### config.mk
export PLATFORM = sky130hd
export DESIGN_NAME = id_ex_stage
export DESIGN_NICKNAME = d
export VERILOG_FILES = /design/src/rtl/id_ex_stage.sv
export SDC_FILE = /design/constraint.sdc
export NUM_CORES = 1
export LEC_CHECK = 0
export CELL_PAD_IN_SITES_DETAIL_PLACEMENT = 0
export CELL_PAD_IN_SITES_GLOBAL_PLACEMENT = 2
export CORE_MARGIN = 2
export CORE_UTILIZATION = 22
export CTS_CLUSTER_SIZE = 28
export DETAILED_ROUTE_END_ITERATION = 8
export GPL_TIMING_DRIVEN = 0
export PLACE_DENSITY_LB_ADDON = 0.1
export SETUP_SLACK_MARGIN = 0.05
export SKIP_CTS_REPAIR_TIMING = 1
export SKIP_LAST_GASP = 1
export SYNTH_ARGS = -nofsm -noshare
export SYNTH_HDL_FRONTEND = slang
export SYNTH_SLANG_ARGS = --single-unit
### constraint.sdc
create_clock -name clk -period 1.41 [get_ports clk]
set_input_delay 0.282 -clock clk [delete_from_list [all_inputs] [get_ports clk]]
set_output_delay 0.282 -clock clk [all_outputs]
set_load 0.01 [all_outputs]
### src/rtl/id_ex_stage.sv
// ID/EX pipeline register: carries decoded controls and operands into EX,
// with flush, bubble and hold control plus a saturating bubble counter.
module id_ex_stage #(
  parameter int                  ALUSEL_W   = 3,
  parameter int                  ALUOP_W    = 8,
  parameter int                  DATA_W     = 32,
  parameter int                  ADDR_W     = 5,
  parameter int                  CNT_W      = 16,
  parameter logic [ALUSEL_W-1:0] NOP_ALUSEL = {ALUSEL_W{1'b0}},
  parameter logic [ALUOP_W-1:0]  NOP_ALUOP  = {ALUOP_W{1'b0}}
) (
  input  logic                clk,
  input  logic                rst,
  input  logic [5:0]          stall,
  input  logic                flush,
  input  logic                cnt_clr,
  input  logic                id_valid,
  input  logic [ALUSEL_W-1:0] id_alusel,
  input  logic [ALUOP_W-1:0]  id_aluop,
  input  logic [DATA_W-1:0]   id_reg1,
  input  logic [DATA_W-1:0]   id_reg2,
  input  logic [ADDR_W-1:0]   id_wd,
  input  logic                id_wreg,
  input  logic [DATA_W-1:0]   id_link_address,
  input  logic                id_is_in_delayslot,
  input  logic                next_inst_in_delayslot_i,
  input  logic [DATA_W-1:0]   id_inst,
  input  logic [DATA_W-1:0]   id_current_inst_address,
  input  logic [DATA_W-1:0]   id_excepttype,
  output logic                ex_valid,
  output logic [ALUSEL_W-1:0] ex_alusel,
  output logic [ALUOP_W-1:0]  ex_aluop,
  output logic [DATA_W-1:0]   ex_reg1,
  output logic [DATA_W-1:0]   ex_reg2,
  output logic [ADDR_W-1:0]   ex_wd,
  output logic                ex_wreg,
  output logic [DATA_W-1:0]   ex_link_address,
  output logic                ex_is_in_delayslot,
  output logic [DATA_W-1:0]   ex_inst,
  output logic [DATA_W-1:0]   ex_current_inst_address,
  output logic [DATA_W-1:0]   ex_excepttype,
  output logic                is_in_delayslot_o,
  output logic [CNT_W-1:0]    bubble_cnt
);

  typedef struct packed {
    logic                valid;
    logic [ALUSEL_W-1:0] alusel;
    logic [ALUOP_W-1:0]  aluop;
    logic [DATA_W-1:0]   reg1;
    logic [DATA_W-1:0]   reg2;
    logic [ADDR_W-1:0]   wd;
    logic                wreg;
    logic [DATA_W-1:0]   link_address;
    logic                is_in_delayslot;
    logic [DATA_W-1:0]   inst;
    logic [DATA_W-1:0]   pc;
    logic [DATA_W-1:0]   excepttype;
  } ex_t;

  function automatic ex_t nop_set();
    ex_t n;
    n        = '0;
    n.alusel = NOP_ALUSEL;
    n.aluop  = NOP_ALUOP;
    return n;
  endfunction

  ex_t              id_s;
  ex_t              ex_d, ex_q;
  logic             ds_d, ds_q;
  logic [CNT_W-1:0] cnt_d, cnt_q;
  logic             bubble_s;
  logic             unused_stall_s;

  assign id_s = {id_valid, id_alusel, id_aluop, id_reg1, id_reg2, id_wd, id_wreg,
                 id_link_address, id_is_in_delayslot, id_inst,
                 id_current_inst_address, id_excepttype};

  // Only the ID and EX stall bits matter to this stage.
  assign unused_stall_s = ^{stall[5:4], stall[1:0]};
  assign bubble_s       = ~flush & stall[2] & ~stall[3];

  // Next-state selection: flush > bubble > hold > advance.
  always_comb begin
    ex_d = ex_q;
    ds_d = ds_q;
    if (flush) begin
      ex_d = nop_set();
      ds_d = 1'b0;
    end else if (bubble_s) begin
      ex_d = nop_set();
      ds_d = ds_q;
    end else if (stall[3]) begin
      ex_d = ex_q;
      ds_d = ds_q;
    end else begin
      ex_d = id_s;
      ds_d = next_inst_in_delayslot_i;
    end
  end

  // Bubble counter: saturating increment, clear wins.
  always_comb begin
    cnt_d = cnt_q;
    if (cnt_clr) begin
      cnt_d = {CNT_W{1'b0}};
    end else if (bubble_s && (cnt_q != {CNT_W{1'b1}})) begin
      cnt_d = cnt_q + {{(CNT_W-1){1'b0}}, 1'b1};
    end else begin
      cnt_d = cnt_q;
    end
  end

  // State registers with asynchronous active-low reset to the NOP set.
  always_ff @(posedge clk or negedge rst) begin
    if (!rst) begin
      ex_q  <= nop_set();
      ds_q  <= 1'b0;
      cnt_q <= {CNT_W{1'b0}};
    end else begin
      ex_q  <= ex_d;
      ds_q  <= ds_d;
      cnt_q <= cnt_d;
    end
  end

  assign ex_valid                = ex_q.valid;
  assign ex_alusel               = ex_q.alusel;
  assign ex_aluop                = ex_q.aluop;
  assign ex_reg1                 = ex_q.reg1;
  assign ex_reg2                 = ex_q.reg2;
  assign ex_wd                   = ex_q.wd;
  assign ex_wreg                 = ex_q.wreg;
  assign ex_link_address         = ex_q.link_address;
  assign ex_is_in_delayslot      = ex_q.is_in_delayslot;
  assign ex_inst                 = ex_q.inst;
  assign ex_current_inst_address = ex_q.pc;
  assign ex_excepttype           = ex_q.excepttype;
  assign is_in_delayslot_o       = ds_q;
  assign bubble_cnt              = cnt_q;

endmodule

==> results.toml, run 1 <==
[worst_setup_path]
crit_family = "simple AND/OR/NAND/NOR gates"
crit_chain = "ha_4 > nand3_4 > nor4_4 > buf_4 > buf_6 > o31ai_1 > a21oi_1"
slowest_stage = "dfrtp_2"
crit_path_start_kind = "flop"
reg2reg_depth = 7
crit_arrival_ps = 2180
crit-reg2reg-launch = "bubble_cnt[1]"
crit_type = "flop to flop"
required_ps = 1870
crit_fanout = 5
path_buf_inv = 2
rrSetupSlack_ps = -310
worstSetupEndpointType = "flop"
slowest_delay_ps = 420
r2r_end = "bubble_cnt[5]"

[final_layout]
layout-drive-gt1-share_pct = 38.51
final_nets = 1373
seq_area_um2 = 5723
fill_cells = 3687
finalCoreUtilization_pct = 39.80
finalNonFillerCells = 1686
multiInputGateArea_um2 = 2544
syn2layout_area_growth_pct = 78.58

[placement]
gp_congestion = 0.7369
dp_cells = 1531
io_buffers = 444
dp_hpwl_mm = 22.72

[timing]
final_max_slew_viol_count = 0
post-route-period-util_pct = 121.8
tns_ps = -4861
max-slew-margin-rel_pct = 58.98
min_period_ps = 1717
worst_pin_slew_ps = 615.3
hold_viol = 0
setup_violations = 28
timing.hold.ws_ps = 118.9
fmax_mhz = 582.4
finClkSkew_ps = 3.914
rsz0062_at_grt = "yes"
fin_ws_ps = -306.9

[synthesis]
yosys_most_used_dff = "dfrtp_1"
yosysWarnings = 0
synth_cell_type_count = 36
syn_avg_cell_area_um2 = 14.55
ys_seq_area_share_pct = 68.29
synth_top_cell_by_area = "dfrtp_1"
synth-seq-cells = 228
async_flop_share_pct = 100.0
syn_nets = 797
synth.top_cell.area_share_pct = 68.29
synth_edf_count = 0
yosysMostFrequentCell = "dfrtp_1"
syn_inst = 574
synth_area_leaders = "dfrtp_1 (68%), a22o_1 (22%), buf_2 (1.3%), a21oi_1 (0.84%), clkbuf_1 (0.76%)"
ys_top_cells_by_count = "dfrtp_1 (228), a22o_1 (211), buf_2 (21)"
netlist_area_um2 = 8354

[floorplan]
dieArea_um2 = 39550
dieWidth_um = 198.9
rows = 71
core_area_um2 = 37490
ioPinCount = 450
initial_utilization_pct = 22.28
die_y_um = 198.9

[detailed_routing]
drt-initial-drc-count = 202
highest_layer = "met4"
vias_per_cell = 4.267
wl_met1_mm = 13.17
drc = 0
ant_nets = 0
routed_wl_mm = 32.71
wl_met2_mm = 16.30
routed-wl-met3_mm = 2.373
dr.pass1.iters = 4
dr_total_vias = 7194
drt-wirelength-per-cell_um = 19.40

[global_route]
grt_pass1_wl_mm = 46.62
antenna_found_initial = 4
grt-ovfl-total = 0
grt_pass1_vias = 7149
grt_usage_pct = 15.52
grt_start_max_net_pins = 109

[outcome]
status = "finished with violations"
failed_checks = "setup timing"

[cts]
worst_setup_hold_path_clk_slew_ps = 60
numCtsBuffers = 29
cts_tree = "yes"
cts.htree.levels = 1
clock_sinks = 228
clk_path_buf_depth = 3
cts-root-buf = "clkbuf_16"
clk_latency_ps = 550

[min_path]
min_delay_path_depth = 2
min_to = "is_in_delayslot_o"
min_path_type = "primary input to flop"
min_from = "flush"

[pwr]
powerDensity_nw_per_um2 = 1081
power_mw = 16.13
p_leak_nw = 7.400
ir_worst_vdd_mv = 0.7645

[flow_run]
cap_violations = 0
[layout make-up]
type / instances / share of cell area (%)
Clock inverter: 8 / 0.6458
Antenna cell: 4 / 0.06709
Clock buffer: 44 / 5.577
Sequential cell: 228 / 38.36
Buffer: 51 / 1.971
Multi-Input combinational cell: 292 / 17.05
Inverter: 3 / 0.07548
Timing Repair Buffer: 545 / 31.97
Tap cell: 511 / 4.285
[per-layer routing]
metal / up-vias / GRT usage (%)
met4: 0 / 4.809
met3: 47 / 4.917
li1: 3400 / -
met2: 230 / 25.62
met1: 3517 / 19.32
met5: - / 0
[power breakdown]
part	total (mW)	switching, mW	internal [mW]
Combinational	1.89	0.780	1.11
Clock	7.31	2.91	4.40
Sequential	6.93	0.148	6.78
[registers in the layout (all words and copies together), names as in the netlist]
register	count
ex_link_address	32
ex_reg2	32
ex_inst	32
ex_wd	5
ex_excepttype	32
ex_valid	1
is_in_delayslot_o	1
ex_is_in_delayslot	1
ex_wreg	1
ex_alusel	3
bubble_cnt	16
ex_aluop	8
ex_reg1	32
ex_current_inst_address	32
[worst max-delay path by stage]
stage                        startpoint             end  slack, ps  depth (start not counted)
after floorplan           bubble_cnt[0]  bubble_cnt[10]       -130                          5
after global placement              rst  bubble_cnt[10]     -11840                          1
after detailed placement       stall[3]     ex_inst[23]      -1130                          6
after CTS                      stall[3]     ex_inst[23]       -560                          6
after global routing      bubble_cnt[1]   bubble_cnt[5]       -390                          7
final                     bubble_cnt[1]   bubble_cnt[5]       -310                          7
[kinds of logic (layout without fill, tap and decap cells)]
kind of cell / Yosys count / count (layout) / share of synthesized area [%]
buf+inv: 54 / 651 / 2.965
other cells: 0 / 4 / 0
mux: 2 / 2 / 0.2696
flops: 228 / 228 / 68.29
fa+ha+maj: 1 / 1 / 0.1497
simple gates: 48 / 48 / 4.089
compound gates: 241 / 241 / 24.23
[stage by stage]
step / worst slack, ps / area, um^2
after CTS: -557.3 / 14450
after floorplan: -132.9 / 8378
after detailed placement: -1130 / 13520
final: -306.9 / 14920
after global routing: -389.5 / 14920
after global placement: -11840 / 13460
[layout by cell type, fill, tap and decap left out, types with 3 or more instances in the layout]
master and instances:
a21oi_1 10, a21oi_2 4, a22o_1 211, buf_2 33, buf_4 93, buf_6 104, clkbuf_1 14, clkbuf_16 29
clkbuf_2 131, clkbuf_4 3, clkbuf_8 6, clkdlybuf4s50_1 213, clkinv_2 4, dfrtp_1 214, dfrtp_2 14, diode_2 4
dlymetal6s2s_1 7, inv_1 3, nand2_1 4, nand3_1 4, nand4_1 4, nor2_1 5, nor4_4 3, o21ai_0 3
o31ai_1 5, or3_1 4, or4_1 5
No activity file was read; power rests on OpenSTA's default activity.
==> run 2, diff against run 1 <==
--- a/config.mk
+++ b/config.mk
@@ -13,9 +13,9 @@
 export DETAILED_ROUTE_END_ITERATION = 8
 export GPL_TIMING_DRIVEN = 0
 export PLACE_DENSITY_LB_ADDON = 0.1
+export RECOVER_POWER = 25
 export SETUP_SLACK_MARGIN = 0.05
 export SKIP_CTS_REPAIR_TIMING = 1
-export SKIP_LAST_GASP = 1
 export SYNTH_ARGS = -nofsm -noshare
 export SYNTH_HDL_FRONTEND = slang
 export SYNTH_SLANG_ARGS = --single-unit
==> results.toml, run 2 (synthesized netlist as in run 1, its figures left out) <==
[pwr]
p_clk_share_pct = 45.4
p_leak_nw = 7.316
ir_worst_vdd_mv = 0.7660
powerDensity_nw_per_um2 = 1082
p_int_mw = 12.28
pwr-share-seq_pct = 42.9
power_mw = 16.13
p_sw_share_pct = 23.84
switching_power_mw = 3.844
p_comb_share_pct = 11.7

[cts]
worst_setup_hold_path_clk_slew_ps = 60
cts-root-buf = "clkbuf_16"
clock_sinks = 228
clk_latency_ps = 550
cts.htree.levels = 1
clk_path_buf_depth = 3
cts_tree = "yes"
numCtsBuffers = 29

[timing]
worst_pin_slew_ps = 641.8
fmax_mhz = 585.1
final_max_slew_viol_count = 0
max-slew-margin-rel_pct = 57.21
min_period_ps = 1709
post-route-period-util_pct = 121.2
rsz0062_at_grt = "yes"
fin_ws_ps = -299.2
finClkSkew_ps = 4.816
setup_violations = 27
timing.hold.ws_ps = 113.3
hold_viol = 0

[worst_setup_path]
slowest_stage = "dfrtp_2"
crit_family = "simple AND/OR/NAND/NOR gates"
crit_path_start_kind = "flop"
crit_fanout = 4
crit_chain = "ha_4 > nand3_4 > nor4_4 > buf_4 > nor3b_2 > mux2_4"
worstSetupEndpointType = "flop"
slowest_delay_ps = 420
required_ps = 1840
crit_arrival_ps = 2140
path_buf_inv = 1
crit_type = "flop to flop"

[placement]
dp_hpwl_mm = 22.72
io_buffers = 444
post_dp_cell_area_um2 = 13520
gp_congestion = 0.7369

[floorplan]
dieArea_um2 = 39550
initial_utilization_pct = 22.28
dieWidth_um = 198.9
die_y_um = 198.9
rows = 71
core_area_um2 = 37490
ioPinCount = 450

[global_route]
grt_usage_pct = 15.52
grt_pass1_vias = 7149
grt-ovfl-total = 0
antenna_found_initial = 4
grt_start_max_net_pins = 109
grt_pass1_wl_mm = 46.62

[final_layout]
fill_cells = 3693
final_area_um2 = 14910
syn2layout_area_growth_pct = 78.43
layout-drive-gt1-share_pct = 38.94
final_cell_mix = "dfrtp_1 (214), clkdlybuf4s50_1 (213), a22o_1 (211)"
seq_area_um2 = 5723
layout_commonest_cell = "dfrtp_1"
final_nets = 1373
multiInputGateArea_um2 = 2547

[detailed_routing]
ant_nets = 0
routed_wl_mm = 32.75
dr_total_vias = 7190
drc = 0
dr.pass1.iters = 4
drt-wirelength-per-cell_um = 19.43
drt-initial-drc-count = 195
vias_per_cell = 4.265

[outcome]
status = "finished with violations"
failed_checks = "setup timing"

[min_path]
min_path_type = "primary input to flop"

[flow_run]
cap_violations = 0
-- run 2: cell count changes in the layout (fill, tap and decap cells not counted), sizes merged --
cell | previous run | this run
dlymetal6s2s | 7 | 2
buf | 234 | 239
-- run 2: metrics by stage --
step	setup WS [ps]	utilization (%)	instances	TNS (ps)
3_5_place_dp	-1130	36.07	1531	-233810
2_1_floorplan	-132.9	-	574	-1113
5_1_grt	-389.4	39.76	1686	-18100
6_report	-299.2	39.76	1686	-4583
4_1_cts	-557.3	38.55	1583	-192390
3_3_place_gp	-11840	35.91	1529	-2713520
-- run 2: routing by layer --
layer / wire [um] / part of all wire (%) / up-vias / global-route usage (%)
met5: 0 / 0 / - / 0
met3: 2398 / 7.3 / 47 / 4.917
met2: 16310 / 50 / 229 / 25.62
li1: - / - / 3397 / -
met4: 844 / 2.6 / 0 / 4.809
met1: 13200 / 40 / 3517 / 19.32
-- run 2: worst reg2reg max path, stage by stage, from the launching register on --
cell and delay, ps:
dfrtp_2 420, ha_4 180, nand3_4 110, nor4_4 350
buf_4 190, nor3b_2 50, mux2_4 300
-- run 2: worst paths after layout --
check	start	endpoint	slack, ps	cells after the start
worst max-delay path	bubble_cnt[1]	bubble_cnt[14]	-300	6
worst min-delay path	flush	is_in_delayslot_o	110	2
worst max register to register	bubble_cnt[1]	bubble_cnt[14]	-300	6
worst min register to register	ex_reg1[28]	ex_reg1[28]	500	1
max in group asynchronous	rst	ex_link_address[23]	60	3
min in group asynchronous	rst	ex_reg2[19]	290	2
-- run 2: final cells by class --
type | instances | area share, %
Antenna cell | 4 | 0.06715
Buffer | 51 | 1.972
Clock buffer | 44 | 5.582
Clock inverter | 8 | 0.6463
Inverter | 3 | 0.07554
Multi-Input combinational cell | 292 | 17.09
Sequential cell | 228 | 38.39
Tap cell | 511 | 4.289
Timing Repair Buffer | 545 | 31.89
-- run 2: power by group through the flow --
stage	clock network (mW)	logic [mW]	registers, mW
CTS	7.62	1.91	6.91
global route	7.89	2.04	6.95
detailed placement	0	1.91	7.01
floorplan	0	0.367	7.12
finish	7.32	1.88	6.93
global placement	0	1.89	7.03
